**src/rtl/song_reader_if.sv**
```systemverilog
// Control, ROM and chord-player signals between the song sequencer and its surroundings.
// slave = song_reader side, master = the driving environment.
interface song_reader_if #(
  parameter int SONG_LEN_BITS = 5
);
  logic                     play;
  logic [1:0]               song;
  logic                     beat;
  logic [SONG_LEN_BITS+1:0] rom_addr;
  logic [15:0]              rom_data;
  logic [5:0]               note_to_load;
  logic [5:0]               duration;
  logic                     load_new_note;
  logic                     activate;
  logic                     song_done;

  modport slave (
    input  play, song, beat, rom_data,
    output rom_addr, note_to_load, duration, load_new_note, activate, song_done
  );

  modport master (
    output play, song, beat, rom_data,
    input  rom_addr, note_to_load, duration, load_new_note, activate, song_done
  );
endinterface

```
**src/rtl/song_reader.sv**
```systemverilog
// Song sequencer: walks the ROM entries of the selected song, issues note/advance
// loads to the chord player and waits out advance events on beat ticks.
module song_reader #(
  parameter int SONG_LEN_BITS = 5
) (
  input  logic          clk,
  input  logic          reset,
  song_reader_if.slave  bus
);
  typedef enum logic [2:0] {IDLE, FETCH, DECODE, WAIT, DONE} state_t;

  state_t                   state_q;
  logic [1:0]               song_q;
  logic [SONG_LEN_BITS-1:0] idx_q;
  logic [5:0]               wait_q;

  logic       is_adv;
  logic [5:0] f_note;
  logic [5:0] f_dur;
  logic       active_st;
  logic       song_changed;
  logic       run;
  logic       decode_load;
  logic       step_d;
  logic       unused_rom_bits;

  assign is_adv          = bus.rom_data[15];
  assign f_note          = bus.rom_data[14:9];
  assign f_dur           = bus.rom_data[8:3];
  assign unused_rom_bits = ^bus.rom_data[2:0];

  assign active_st    = (state_q == FETCH) || (state_q == DECODE) || (state_q == WAIT);
  assign song_changed = active_st && (bus.song != song_q);
  assign run          = bus.play && !song_changed;

  // ROM data only becomes valid during DECODE, so the load fields are decoded
  // from the registered state and the ROM word rather than registered again.
  assign decode_load = reset && (state_q == DECODE) && run;

  always_comb begin
    step_d = 1'b0;
    if (run) begin
      if (state_q == DECODE)
        step_d = !(is_adv && (f_dur != 6'd0));
      else if (state_q == WAIT)
        step_d = bus.beat && (wait_q == 6'd1);
    end
  end

  always_ff @(posedge clk) begin
    if (!reset) begin
      state_q <= IDLE;
      idx_q   <= '0;
      wait_q  <= '0;
      song_q  <= '0;
    end else begin
      case (state_q)
        IDLE: begin
          idx_q <= '0;
          if (bus.play) begin
            song_q  <= bus.song;
            state_q <= FETCH;
          end
        end
        FETCH, DECODE, WAIT: begin
          if (song_changed) begin
            song_q  <= bus.song;
            idx_q   <= '0;
            wait_q  <= '0;
            state_q <= FETCH;
          end else if (bus.play) begin
            if (step_d) begin
              if (&idx_q) begin
                state_q <= DONE;
              end else begin
                idx_q   <= idx_q + 1'b1;
                state_q <= FETCH;
              end
              if (state_q == WAIT)
                wait_q <= wait_q - 6'd1;
            end else if (state_q == FETCH) begin
              state_q <= DECODE;
            end else if (state_q == DECODE) begin
              wait_q  <= f_dur;
              state_q <= WAIT;
            end else if (bus.beat) begin
              wait_q <= wait_q - 6'd1;
            end
          end
        end
        DONE: begin
          if (!bus.play) begin
            idx_q   <= '0;
            state_q <= IDLE;
          end
        end
        default: state_q <= IDLE;
      endcase
    end
  end

  assign bus.rom_addr      = reset ? {song_q, idx_q} : '0;
  assign bus.load_new_note = decode_load;
  assign bus.note_to_load  = (decode_load && !is_adv) ? f_note : 6'd0;
  assign bus.duration      = decode_load ? f_dur : 6'd0;
  assign bus.activate      = decode_load && is_adv;
  assign bus.song_done     = reset && (state_q == DONE);
endmodule

```
**src/flat_wrapper.sv**
```systemverilog
// flat-port wrapper written by rule: the top's interface ports become plain ports
module song_reader_flat 
#(
  parameter int SONG_LEN_BITS = 5
)
  (clk, reset, bus_play, bus_song, bus_beat, bus_rom_data, bus_rom_addr, bus_note_to_load, bus_duration, bus_load_new_note, bus_activate, bus_song_done);
  song_reader_if #(.SONG_LEN_BITS(SONG_LEN_BITS)) bus_i ();
  input  logic clk;
  input  logic reset;
  input wire logic [$bits(bus_i.play)-1:0] bus_play;
  input wire logic [$bits(bus_i.song)-1:0] bus_song;
  input wire logic [$bits(bus_i.beat)-1:0] bus_beat;
  input wire logic [$bits(bus_i.rom_data)-1:0] bus_rom_data;
  output wire logic [$bits(bus_i.rom_addr)-1:0] bus_rom_addr;
  output wire logic [$bits(bus_i.note_to_load)-1:0] bus_note_to_load;
  output wire logic [$bits(bus_i.duration)-1:0] bus_duration;
  output wire logic [$bits(bus_i.load_new_note)-1:0] bus_load_new_note;
  output wire logic [$bits(bus_i.activate)-1:0] bus_activate;
  output wire logic [$bits(bus_i.song_done)-1:0] bus_song_done;
  assign bus_i.play = bus_play;
  assign bus_i.song = bus_song;
  assign bus_i.beat = bus_beat;
  assign bus_i.rom_data = bus_rom_data;
  assign bus_rom_addr = bus_i.rom_addr;
  assign bus_note_to_load = bus_i.note_to_load;
  assign bus_duration = bus_i.duration;
  assign bus_load_new_note = bus_i.load_new_note;
  assign bus_activate = bus_i.activate;
  assign bus_song_done = bus_i.song_done;
  song_reader #(.SONG_LEN_BITS(SONG_LEN_BITS)) u_core (.clk(clk), .reset(reset), .bus(bus_i));
endmodule
```
**config.mk**
```make
export PLATFORM = sky130hd
export DESIGN_NAME = song_reader_flat
export DESIGN_NICKNAME = d
export VERILOG_FILES = /design/src/rtl/song_reader_if.sv /design/src/rtl/song_reader.sv /design/src/flat_wrapper.sv
export SDC_FILE = /design/constraint.sdc
export NUM_CORES = 1
export LEC_CHECK = 0
export ABC_AREA = 0
export BUFFER_PORTS_ARGS = -buffer_cell sky130_fd_sc_hd__buf_2
export CORE_MARGIN = 2
export CORE_UTILIZATION = 25
export DETAILED_ROUTE_END_ITERATION = 6
export GPL_TIMING_DRIVEN = 0
export HOLD_SLACK_MARGIN = 0.03
export PLACE_DENSITY_LB_ADDON = 0.15
export SETUP_SLACK_MARGIN = 0.5
export SLEW_MARGIN = 20
export SYNTH_ARGS = -nofsm -noshare
export SYNTH_HDL_FRONTEND = slang
export SYNTH_SLANG_ARGS = --single-unit
export TNS_END_PERCENT = 10
```
**constraint.sdc**
```tcl
create_clock -name clk -period 5.5 [get_ports clk]
set_clock_uncertainty 0.2 [all_clocks]
set_input_delay 0 -clock clk [delete_from_list [all_inputs] [get_ports clk]]
set_output_delay 0 -clock clk [all_outputs]
set_load 0.005 [all_outputs]
```
Word level (Yosys, flattened, before mapping). Cells that the tools add are included.

Add/sub/neg operators: 2. Eq/ne operators: 15. Muxes and demuxes: 31. Reduce and logical (&&, ||, !) cells: 26.

Operators with widths (count): $mux W6 (9); $mux W5 (5); $mux W3 (8); $pmux W5 S3 (1); $reduce_and A5 Y1 (3); $logic_and A1 B1 Y1 (9); $ne A3 B2 Y1 const B (3); $pmux W3 S3 (1); $mux W7 (1); $eq A3 B2 Y1 const B (2); $eq A6 B1 Y1 const B (1); $ne A3 B1 Y1 const B (2); $reduce_bool A6 Y1 (1); $sub A6 B1 Y6 const B (1); $add A5 B1 Y5 const B (1); $ne A5 B1 Y1 const B (1); $mux W2 (2); $ne A2 B2 Y1 const B (2); $pmux W2 S2 (1); $reduce_and A4 Y1 (1); $reduce_bool A2 Y1 (2); $reduce_bool A4 Y1 (1); $eq A3 B1 Y1 const B (1); $eq A3 B3 Y1 const B (1); other kinds (9) (14).

Bits in registers: 16. Bits of input ports: 22. Output and inout bits: 22. Logic and storage cells: 78.

Depth between registers and ports, before layout. Gate-level depths: netlist (run 1).

Depth in word-level cells: 11. Mapped depth: 8.

Worst setup path after synthesis (run 1). Ideal clock, no wire load.

Path type: register to register. Start: register u_core.wait_q[2]. End: register u_core.idx_q[2]. Arrival time: 2213 ps. Required time: 5224 ps. Setup slack: 3012 ps. Cell stages (with the launch flop): 7. Path buffers: 1. Path through: dfxtp_1 -> or3_1 -> o31a_1 -> or4b_1 -> buf_2 -> or4b_1 -> a31oi_1.

Longest elaborated chain between the ends: 7.

RTL lines: start: declaration (RTL line song_reader.sv:15) `logic [5:0] wait_q;`; start signal: assignment (RTL line song_reader.sv:80) `wait_q <= wait_q - 6'd1;`; start signal: assignment (RTL line song_reader.sv:84) `wait_q <= f_dur;`; start signal: assignment (RTL line song_reader.sv:87) `wait_q <= wait_q - 6'd1;`; $eq A6 B1 Y1 (RTL line song_reader.sv:46) `step_d = bus.beat && (wait_q == 6'd1);`; $logic_and A1 B1 Y1 (RTL line song_reader.sv:46); $mux W1 (RTL line song_reader.sv:45) `else if (state_q == WAIT)`; $mux W1 (RTL line song_reader.sv:43) `if (state_q == DECODE)`; $mux W1 (RTL line song_reader.sv:42) `if (run) begin`; $ne A3 B1 Y1 (no source line); $reduce_and A5 Y1 (no source line); end signal: assignment (RTL line song_reader.sv:76) `idx_q <= idx_q + 1'b1;`; end: declaration (RTL line song_reader.sv:14) `logic [SONG_LEN_BITS-1:0] idx_q;`.

No other way between the ends. A chain may end at the register's enable or synchronous reset.

Worst setup path after layout (run 1).
Start: input bus_rom_data[7]. End: register u_core.idx_q[2].

Longest elaborated chain between the ends: 7.

RTL lines: start: declaration (RTL line flat_wrapper.sv:13) `input wire logic [$bits(bus_i.rom_data)-1:0] bus_rom_data;`; $reduce_bool A6 Y1 (RTL line song_reader.sv:44) `step_d = !(is_adv && (f_dur != 6'd0));`; $logic_and A1 B1 Y1 (RTL line song_reader.sv:44); $logic_not A1 Y1 (RTL line song_reader.sv:44); $mux W1 (RTL line song_reader.sv:43); $mux W1 (RTL line song_reader.sv:42); $ne A3 B1 Y1 (no source line); $reduce_and A5 Y1 (no source line).

No other way between the ends.

==> results of run 1 <==
-- area by class of cell --
cell class              instances  area [sq um]
inverters                       7         26.28
flip-flops and latches         16         320.3
fillers                       523          3079
clock buffers                   4         55.05
repair buffers                 50         305.3
plain buffers                   7         27.53
well taps                      67         83.83
multi-input cells             134         888.4
-- per-layer routing --
metal,vias to the layer above,wire length [um],global-route usage [%]
met2,43,1611,22.12
met3,0,168,1.874
met1,614,1929,18.86
li1,715,-,-
met4,0,0,4.167
met5,-,0,0
-- worst max path at each step --
stage / startpoint / endpoint / slack (ns) / depth (start not counted)
after CTS: bus_rom_data[7] / u_core.idx_q[2] / 2.68 / 8
after global routing: bus_rom_data[7] / u_core.idx_q[2] / 2.58 / 8
after detailed placement: u_core.wait_q[2] / u_core.idx_q[2] / 2.86 / 6
after floorplan: u_core.wait_q[2] / u_core.idx_q[2] / 3.01 / 6
after global placement: u_core.song_q[1] / u_core.idx_q[2] / 2.87 / 6
final: bus_rom_data[7] / u_core.idx_q[2] / 2.66 / 8
-- power breakdown --
group | internal [mW] | switching, mW | total [mW]
sequential | 0.118 | 0.00231 | 0.121
combinational | 0.0248 | 0.0341 | 0.0589
clock | 0.0635 | 0.0437 | 0.107
-- critical path, stage by stage --
cell and delay, ns:
dlygate4sd3_1 0.54, buf_2 0.13, or4_4 0.56, o311ai_4 0.34, or4b_1 0.47, buf_2 0.17, or4b_1 0.47, a31oi_1 0.13
-- layout by cell type (no fill, tap or decap), types with 2 or more instances in the layout --
cell	instances
clkbuf_8	4
nor3b_1	2
o211ai_1	2
a21oi_1	9
xnor2_1	2
a2111oi_0	2
clkbuf_1	6
and3_1	2
a31oi_1	2
o21ai_0	6
o22ai_1	3
or4b_1	2
a32oi_1	2
a211oi_1	2
nand2_1	13
nor2b_1	2
buf_2	40
nor3_1	4
nor2_1	8
nand3_1	14
nor4_1	3
mux2i_1	4
and2_1	20
xor2_1	5
dlygate4sd3_1	11
ha_1	4
or3_1	2
inv_1	6
dfxtp_1	16
-- cell families after synthesis --
logic type | count (synthesis) | synth area share, %
DFF | 16 | 25.37
buffers and inverters | 14 | 4.261
and+or+nand+nor | 79 | 35.18
AOI/OAI and AO/OA | 39 | 22.30
xor gates and xnor gates | 7 | 4.856
adders and majority gates | 4 | 3.964
muxes | 5 | 4.063
-- Yosys cell counts, drive strengths merged, types with 2 or more instances --
cell     count  share of area, %
dfxtp       16                25
nor3b        2               1.2
o311ai       2               2.8
a211oi       2               1.2
clkbuf       6               1.8
o21ai        7               2.8
nor3         4               1.6
nor2b        2              0.99
nor2         8               2.4
or4b         2               1.6
or4          2               1.5
mux2i        4               3.2
a32oi        2               1.4
inv          6               1.8
o22ai        3               1.5
a2111oi      2               1.4
nand2       13               3.9
and2        20               9.9
ha           4               4.0
nand3       14               5.6
nor4         3               1.5
and3         2              0.99
or3          2              0.99
xor2         5               3.5
o211ai       2               1.2
a21oi        9               3.6
xnor2        2               1.4
a31oi        2              0.99
-- sequential cells by signal, summed over array words and instances, names as in the netlist --
signal and count:
u_core.wait_q 6, u_core.idx_q 5, u_core.state_q 3, u_core.song_q 2
==> results.json, run 1 <==
{
  "timing.final.crit_share_pct": 51.63,
  "rows": 25,
  "yosysSeqAreaShare_pct": 25.37,
  "ir_worst_vdd_uv": 58.02,
  "dp.cells": 270,
  "die_y_um": 75.06,
  "min_from": "bus_rom_data[12]",
  "grt_max_degree": 11,
  "critical_path_required_ns": 5.48,
  "vias": 1372,
  "drive_above_1_share_pct": 22.48,
  "core_area_sq_um": 4786,
  "arrival_ns": 2.82,
  "grt_first_pass_wirelength_um": 5920,
  "path_max_fanout": 6,
  "clkLatencyLatePin_ns": 0.25,
  "period_needed_ns": 2.840,
  "drt-total-wl_um": 3708,
  "ant_nets": 0,
  "yosysUniqueCellTypes": 47,
  "grt_pass1_vias": 1288,
  "r2r_slack_ns": 2.83,
  "hp-class": "in2out",
  "final_nets": 245,
  "hold_buffers": 11,
  "place_hpwl_um": 2807,
  "chipWidth_um": 75.06,
  "drc": 0,
  "post_cts_resized": 0,
  "slew_headroom_pct": 53.04,
  "htreeDepth": 1,
  "avgViaCountPerCell": 4.814,
  "whs_path_depth": 3,
  "holdWs_ns": 0.06538,
  "cts_tree": "done",
  "start_util_pct": 26.38,
  "fmax_ghz": 0.3521,
  "syn_nets": 190,
  "fin_util_pct": 35.66,
  "min_to": "bus_note_to_load[3]",
  "status": "finished clean",
  "grt_overflow": 0,
  "die_area_sq_um": 5634,
  "rsz0062_at_grt": "false",
  "synth_area_sq_um": 1262,
  "grt_usage_pct": 13.68,
  "avgSynthCellArea_sq_um": 7.698,
  "ys_warn_count": 0,
  "clock_sinks": 16,
  "synth_cells": 164,
  "gp_congestion": 0.7901,
  "clk_path_buf_depth": 2,
  "reg2reg_depth": 6,
  "tightestPinTransition_ns": 0.7002,
  "r2r_end": "u_core.idx_q[2]",
  "synthArstFlopShare_pct": 0,
  "dr.first_iter.drc_count": 60,
  "setup_ws_ns": 2.660,
  "critPathKind": "in2reg",
  "postCtsSetupBuffers": 0,
  "drv_cap": 0,
  "ios": 44,
  "synth_edf_count": 0,
  "critPathLaunchType": "input port",
  "clkTransAtPathRegs_ns": 0.07,
  "finalSetupViolations": 0,
  "place_ws_ns": 2.856,
  "root_buffer": "clkbuf_8",
  "post_dp_cell_area_sq_um": 1541,
  "portBuffers": 39,
  "stdcell_area_sq_um": 1707,
  "routedWlPerCell_um": 13.01,
  "numCtsBuffers": 3,
  "slew_viol_final": 0,
  "p_leak_nw": 0.7348,
  "p_per_area_nw_per_um2": 168.0,
  "finalNonFillerCells": 285,
  "antenna_found_initial": 0,
  "yosys_register_bits": 16,
  "p_total_mw": 0.2868,
  "endpoint_kind": "flip-flop",
  "drt-pass1-iter-count": 4,
  "reg2reg_from": "u_core.song_q[1]",
  "fin_setup_tns_ns": 0,
  "antenna_cells": 0,
  "syn_to_final_growth_pct": 35.18,
  "synth_flop_cell": "dfxtp_1",
  "hold_viol_final": 0
}
Note: power is estimated with default switching activity, not from simulation.
==> run 2: changes to the inputs <==
Clock period 5.5 ns to 2.45 ns, I/O delays scaled along.
==> run 2 against run 1 <==
Net effect: combinational power grew to 2.8 times the previous value; first-iteration DRC count is 37% higher; global-route usage is 0.39 points higher; clock power is 120% higher; die area stayed put; total power is 140% higher; via count is 2.8% higher; the flow now finishes with violations (negative hold slack, negative setup slack); critical path type is now reg2reg; routed wire length is 3.9% higher.
==> results.json, run 2 (same netlist as run 1, synthesis figures left out) <==
{
  "crit_chain": "xor2_4, or4_4, or4b_4, buf_6, or4b_1, a31oi_1",
  "portBuffers": 39,
  "hp-class": "in2reg",
  "die_y_um": 75.06,
  "chipWidth_um": 75.06,
  "p_per_area_nw_per_um2": 355.4,
  "path_delay_family": "simple AND/OR/NAND/NOR gates",
  "largest_reg_flops": 6,
  "hold_viol_final": 2,
  "hold_buffers": 9,
  "start_util_pct": 26.38,
  "critPathKind": "reg2reg",
  "core_area_sq_um": 4786,
  "grt_usage_pct": 14.07,
  "holdWs_ns": -0.05749,
  "cts_tree": "done",
  "clk_path_buf_depth": 2,
  "drv_cap": 0,
  "drt-total-wl_um": 3854,
  "syn_to_final_growth_pct": 50.74,
  "grt_max_degree": 11,
  "switching_share_pct": 29.10,
  "max_stage_delay_ns": 0.53,
  "arrival_ns": 2.53,
  "htreeDepth": 1,
  "top_regs": "u_core.wait_q: 6 flops, u_core.idx_q: 5 flops, u_core.state_q: 3 flops",
  "drc": 0,
  "p_int_mw": 0.4795,
  "critPathLaunchType": "flip-flop",
  "slew_viol_final": 0,
  "grt_overflow": 0,
  "endpoint_kind": "flip-flop",
  "clkLatencyLatePin_ns": 0.25,
  "final_nets": 250,
  "fillers": 494,
  "fin_util_pct": 39.76,
  "mostFrequentLayoutCells": "39 x buf_2, 20 x and2_1, 13 x nand3_1, 13 x nand2_1, 11 x dfxtp_1",
  "root_buffer": "clkbuf_8",
  "clkTransAtPathRegs_ns": 0.07,
  "p_sw_mw": 0.1968,
  "ant_nets": 0,
  "tightestPinTransition_ns": 0.7239,
  "avgViaCountPerCell": 4.862,
  "die_area_sq_um": 5634,
  "dr.first_iter.drc_count": 82,
  "p_leak_nw": 0.7983,
  "place_hpwl_um": 2793,
  "rows": 25,
  "critical_path.slowest_cell": "or4b_4",
  "setup_ws_ns": -0.1041,
  "clock_sinks": 16,
  "numCtsBuffers": 3,
  "antenna_cells": 0,
  "ios": 44,
  "drt-pass1-iter-count": 4,
  "antenna_found_initial": 0,
  "p_clk_share_pct": 35.3,
  "ir_worst_vdd_uv": 132.1,
  "grt_first_pass_wirelength_um": 6141,
  "period_needed_ns": 2.554,
  "regMostFlops": "u_core.wait_q",
  "timing.final.crit_share_pct": 104.2,
  "fmax_ghz": 0.3915,
  "comb_power_share_pct": 24.5,
  "p_seq_share_pct": 40.3,
  "status": "finished with violations",
  "slew_headroom_pct": 51.74,
  "drive_above_1_share_pct": 37.22,
  "crit_buf_inv": 1,
  "critical_path_required_ns": 2.42,
  "grt_pass1_vias": 1315,
  "rsz0062_at_grt": "true",
  "path_max_fanout": 4,
  "layout_commonest_cell": "buf_2",
  "violations": "negative hold slack, negative setup slack",
  "gp_congestion": 0.7859,
  "seq_area_sq_um": 331.6,
  "routedWlPerCell_um": 13.29,
  "vias": 1410,
  "finalSetupViolations": 1,
  "multi_input_area_sq_um": 1021
}
-- run 2: cell count changes in the layout (fill, tap and decap cells not counted), sizes merged --
cell / previous run / this run
dlygate4sd3: 11 / 9
buf: 40 / 47
-- run 2: per-stage QoR --
step	total power [mW]	std cells	cell area, sq um	TNS, ns	worst slack [ns]
floorplan	0.3490	164	1262	0	0.01516
global placement	0.3967	270	1541	-0.4119	-0.1912
detailed placement	0.3959	270	1541	-0.2736	-0.1740
CTS	0.6672	284	1775	-0.1009	-0.1009
global route	0.7170	290	1903	-0.2124	-0.1817
finish	0.6763	290	1903	-0.1041	-0.1041
-- run 2: tightest hold or removal path, stage by stage --
cell and delay [ns]:
buf_2 0.14, o311ai_4 0.11, a2111oi_0 0.10
-- run 2: power groups by stage --
stage	sequential (mW)	clock (mW)	combinational (mW)
3_3_place_gp	0.277	0	0.120
4_1_cts	0.272	0.248	0.147
6_report	0.272	0.239	0.165
2_1_floorplan	0.276	0	0.0735
5_1_grt	0.273	0.262	0.182
3_5_place_dp	0.277	0	0.119
-- run 2: final timing paths --
check,from,endpoint,slack (ns),depth (start not counted)
worst max register to register,u_core.song_q[0],u_core.idx_q[2],-0.10,6
worst min register to register,u_core.wait_q[3],u_core.wait_q[3],0.30,2
worst min-delay path,bus_rom_data[15],u_core.state_q[1],-0.06,3
worst max-delay path,u_core.song_q[0],u_core.idx_q[2],-0.10,6
-- run 2: routing by layer --
| metal | GRT usage [%] | vias to the layer above | routed length [um] |
|---|---|---|---|
| li1 | - | 728 | - |
| met5 | 0 | - | 0 |
| met1 | 19.61 | 635 | 1911 |
| met3 | 1.740 | 2 | 194 |
| met4 | 4.167 | 0 | 27 |
| met2 | 22.71 | 45 | 1721 |
-- run 2: cell type report --
cell class                      count  area share [%]
Clock buffer                        4           2.893
Buffer                              7           2.104
Sequential cell                    16           17.42
Inverter                            7           1.381
Tap cell                           67           4.405
Multi-Input combinational cell    134           53.65
Timing Repair Buffer               55           18.15
-- run 2: what timing repair did --
item / 4_1_cts / 5_1_grt
setup endpoints to repair: 27 / 27
pin swaps: 3 / 10
hold endpoints to repair: 10 / 2
resized for setup: 22 / 19
setup buffers: 1 / 6
==> run 3: changes to the inputs <==
Clock period 2.45 ns to 3 ns, I/O delays scaled along.
==> run 3 against run 2 <==
Net effect: the flow now finishes without violations; largest power group unchanged; critical path type unchanged; flip-flop and latch count unchanged; first-iteration DRC count decreased by 34%; sequential power decreased by 18%; non-clock buffer count decreased by 4.
==> results.json, run 3 (same netlist as run 1, synthesis figures left out) <==
{
  "fmax_ghz": 0.3893,
  "slew_viol_final": 0,
  "slew_headroom_pct": 57.84,
  "portBuffers": 39,
  "top_regs": "u_core.wait_q: 6 flops, u_core.idx_q: 5 flops, u_core.state_q: 3 flops",
  "grt_pass1_vias": 1271,
  "vias": 1380,
  "routedWlPerCell_um": 13.08,
  "core_area_sq_um": 4786,
  "arrival_ns": 2.55,
  "p_leak_nw": 0.7442,
  "htreeDepth": 1,
  "critical_path_required_ns": 2.98,
  "min_from": "bus_rom_data[12]",
  "hp-class": "in2out",
  "critPathLaunchType": "flip-flop",
  "period_needed_ns": 2.568,
  "clock_sinks": 16,
  "fin_util_pct": 36.26,
  "status": "finished clean",
  "drt-total-wl_um": 3741,
  "grt_max_degree": 11,
  "ant_nets": 0,
  "r2r_slack_ns": 0.43,
  "antenna_found_initial": 0,
  "start_util_pct": 26.38,
  "drc": 0,
  "dr.first_iter.drc_count": 54,
  "clkTransAtPathRegs_ns": 0.07,
  "clkLatencyLatePin_ns": 0.25,
  "rsz0062_at_grt": "true",
  "syn_to_final_growth_pct": 37.46,
  "hold_viol_final": 0,
  "drt-pass1-iter-count": 4,
  "root_buffer": "clkbuf_8",
  "fin_setup_tns_ns": 0,
  "holdWs_ns": 0.06538,
  "grt_overflow": 0,
  "place_hpwl_um": 2807,
  "min_to": "bus_note_to_load[3]",
  "setup_ws_ns": 0.4315,
  "p_total_mw": 0.5314,
  "antenna_cells": 0,
  "layout_commonest_cell": "buf_2",
  "place_ws_ns": 0.3560,
  "stdcell_area_sq_um": 1735,
  "die_y_um": 75.06,
  "cts_tree": "done",
  "dp.cells": 270,
  "largest_reg_flops": 6,
  "whs_path_depth": 3,
  "rows": 25,
  "drive_above_1_share_pct": 26.03,
  "finalNonFillerCells": 286,
  "path_max_fanout": 6,
  "final_nets": 246,
  "regMostFlops": "u_core.wait_q",
  "timing.final.crit_share_pct": 85.62,
  "p_per_area_nw_per_um2": 306.2,
  "endpoint_kind": "flip-flop",
  "post_dp_cell_area_sq_um": 1541,
  "die_area_sq_um": 5634,
  "tightestPinTransition_ns": 0.6276,
  "r2r_end": "u_core.idx_q[2]",
  "ir_worst_vdd_uv": 106.2,
  "cp-startpoint": "u_core.song_q[0]",
  "reg2reg_depth": 6,
  "drv_cap": 0,
  "finalSetupViolations": 0,
  "critPathKind": "reg2reg",
  "numCtsBuffers": 3,
  "reg2reg_from": "u_core.song_q[0]",
  "mostFrequentLayoutCells": "39 x buf_2, 20 x and2_1, 14 x nand3_1",
  "avgViaCountPerCell": 4.825,
  "chipWidth_um": 75.06,
  "clk_path_buf_depth": 2,
  "gp_congestion": 0.7901,
  "ios": 44,
  "grt_usage_pct": 13.54,
  "grt_first_pass_wirelength_um": 5858
}
## run 3: timing repair
| item | 4_1_cts | 5_1_grt |
|---|---|---|
| endpoints found under the setup margin | 9 | 15 |
| endpoints found under the hold margin | 10 | 0 |
| pin swaps | 2 | 0 |
| setup buffers | 1 | 0 |
| hold buffers | 11 | 0 |
| resized for setup | 8 | 0 |
## run 3: where the power goes
group	internal [mW]	switching, mW	total, mW
sequential	0.217	0.00428	0.222
clock	0.116	0.0803	0.197
combinational	0.0484	0.0644	0.113
total	0.382	0.149	0.531
## run 3: routing by layer
metal / track usage [%] / routed length [um] / up-vias
met1: 18.94 / 1948 / 619
met3: 1.874 / 196 / 2
li1: - / - / 719
met4: 4.167 / 8 / 0
met5: 0 / 0 / -
met2: 21.54 / 1587 / 40
## run 3: critical path, stage by stage (launching register included)
cell,delay (ns)
dfxtp_2,0.34
xor2_1,0.19
or4_4,0.51
or4b_1,0.48
buf_4,0.17
or4b_1,0.47
a31oi_1,0.13
## run 3: worst max-delay path by stage
| stage | endpoint | cells past startpoint |
|---|---|---|
| after floorplan | u_core.idx_q[2] | 6 |
| after global placement | u_core.idx_q[2] | 6 |
| after detailed placement | u_core.idx_q[2] | 6 |
| after CTS | u_core.idx_q[2] | 6 |
| after global routing | u_core.idx_q[2] | 6 |
| final | u_core.idx_q[2] | 6 |
## run 3: final cells by class
type	instances	area (sq um)
fillers	528	3050
inverters	7	26.28
repair buffers	51	312.8
well taps	67	83.83
multi-input cells	134	902.1
plain buffers	7	30.03
flip-flops and latches	16	325.3
clock buffers	4	55.05
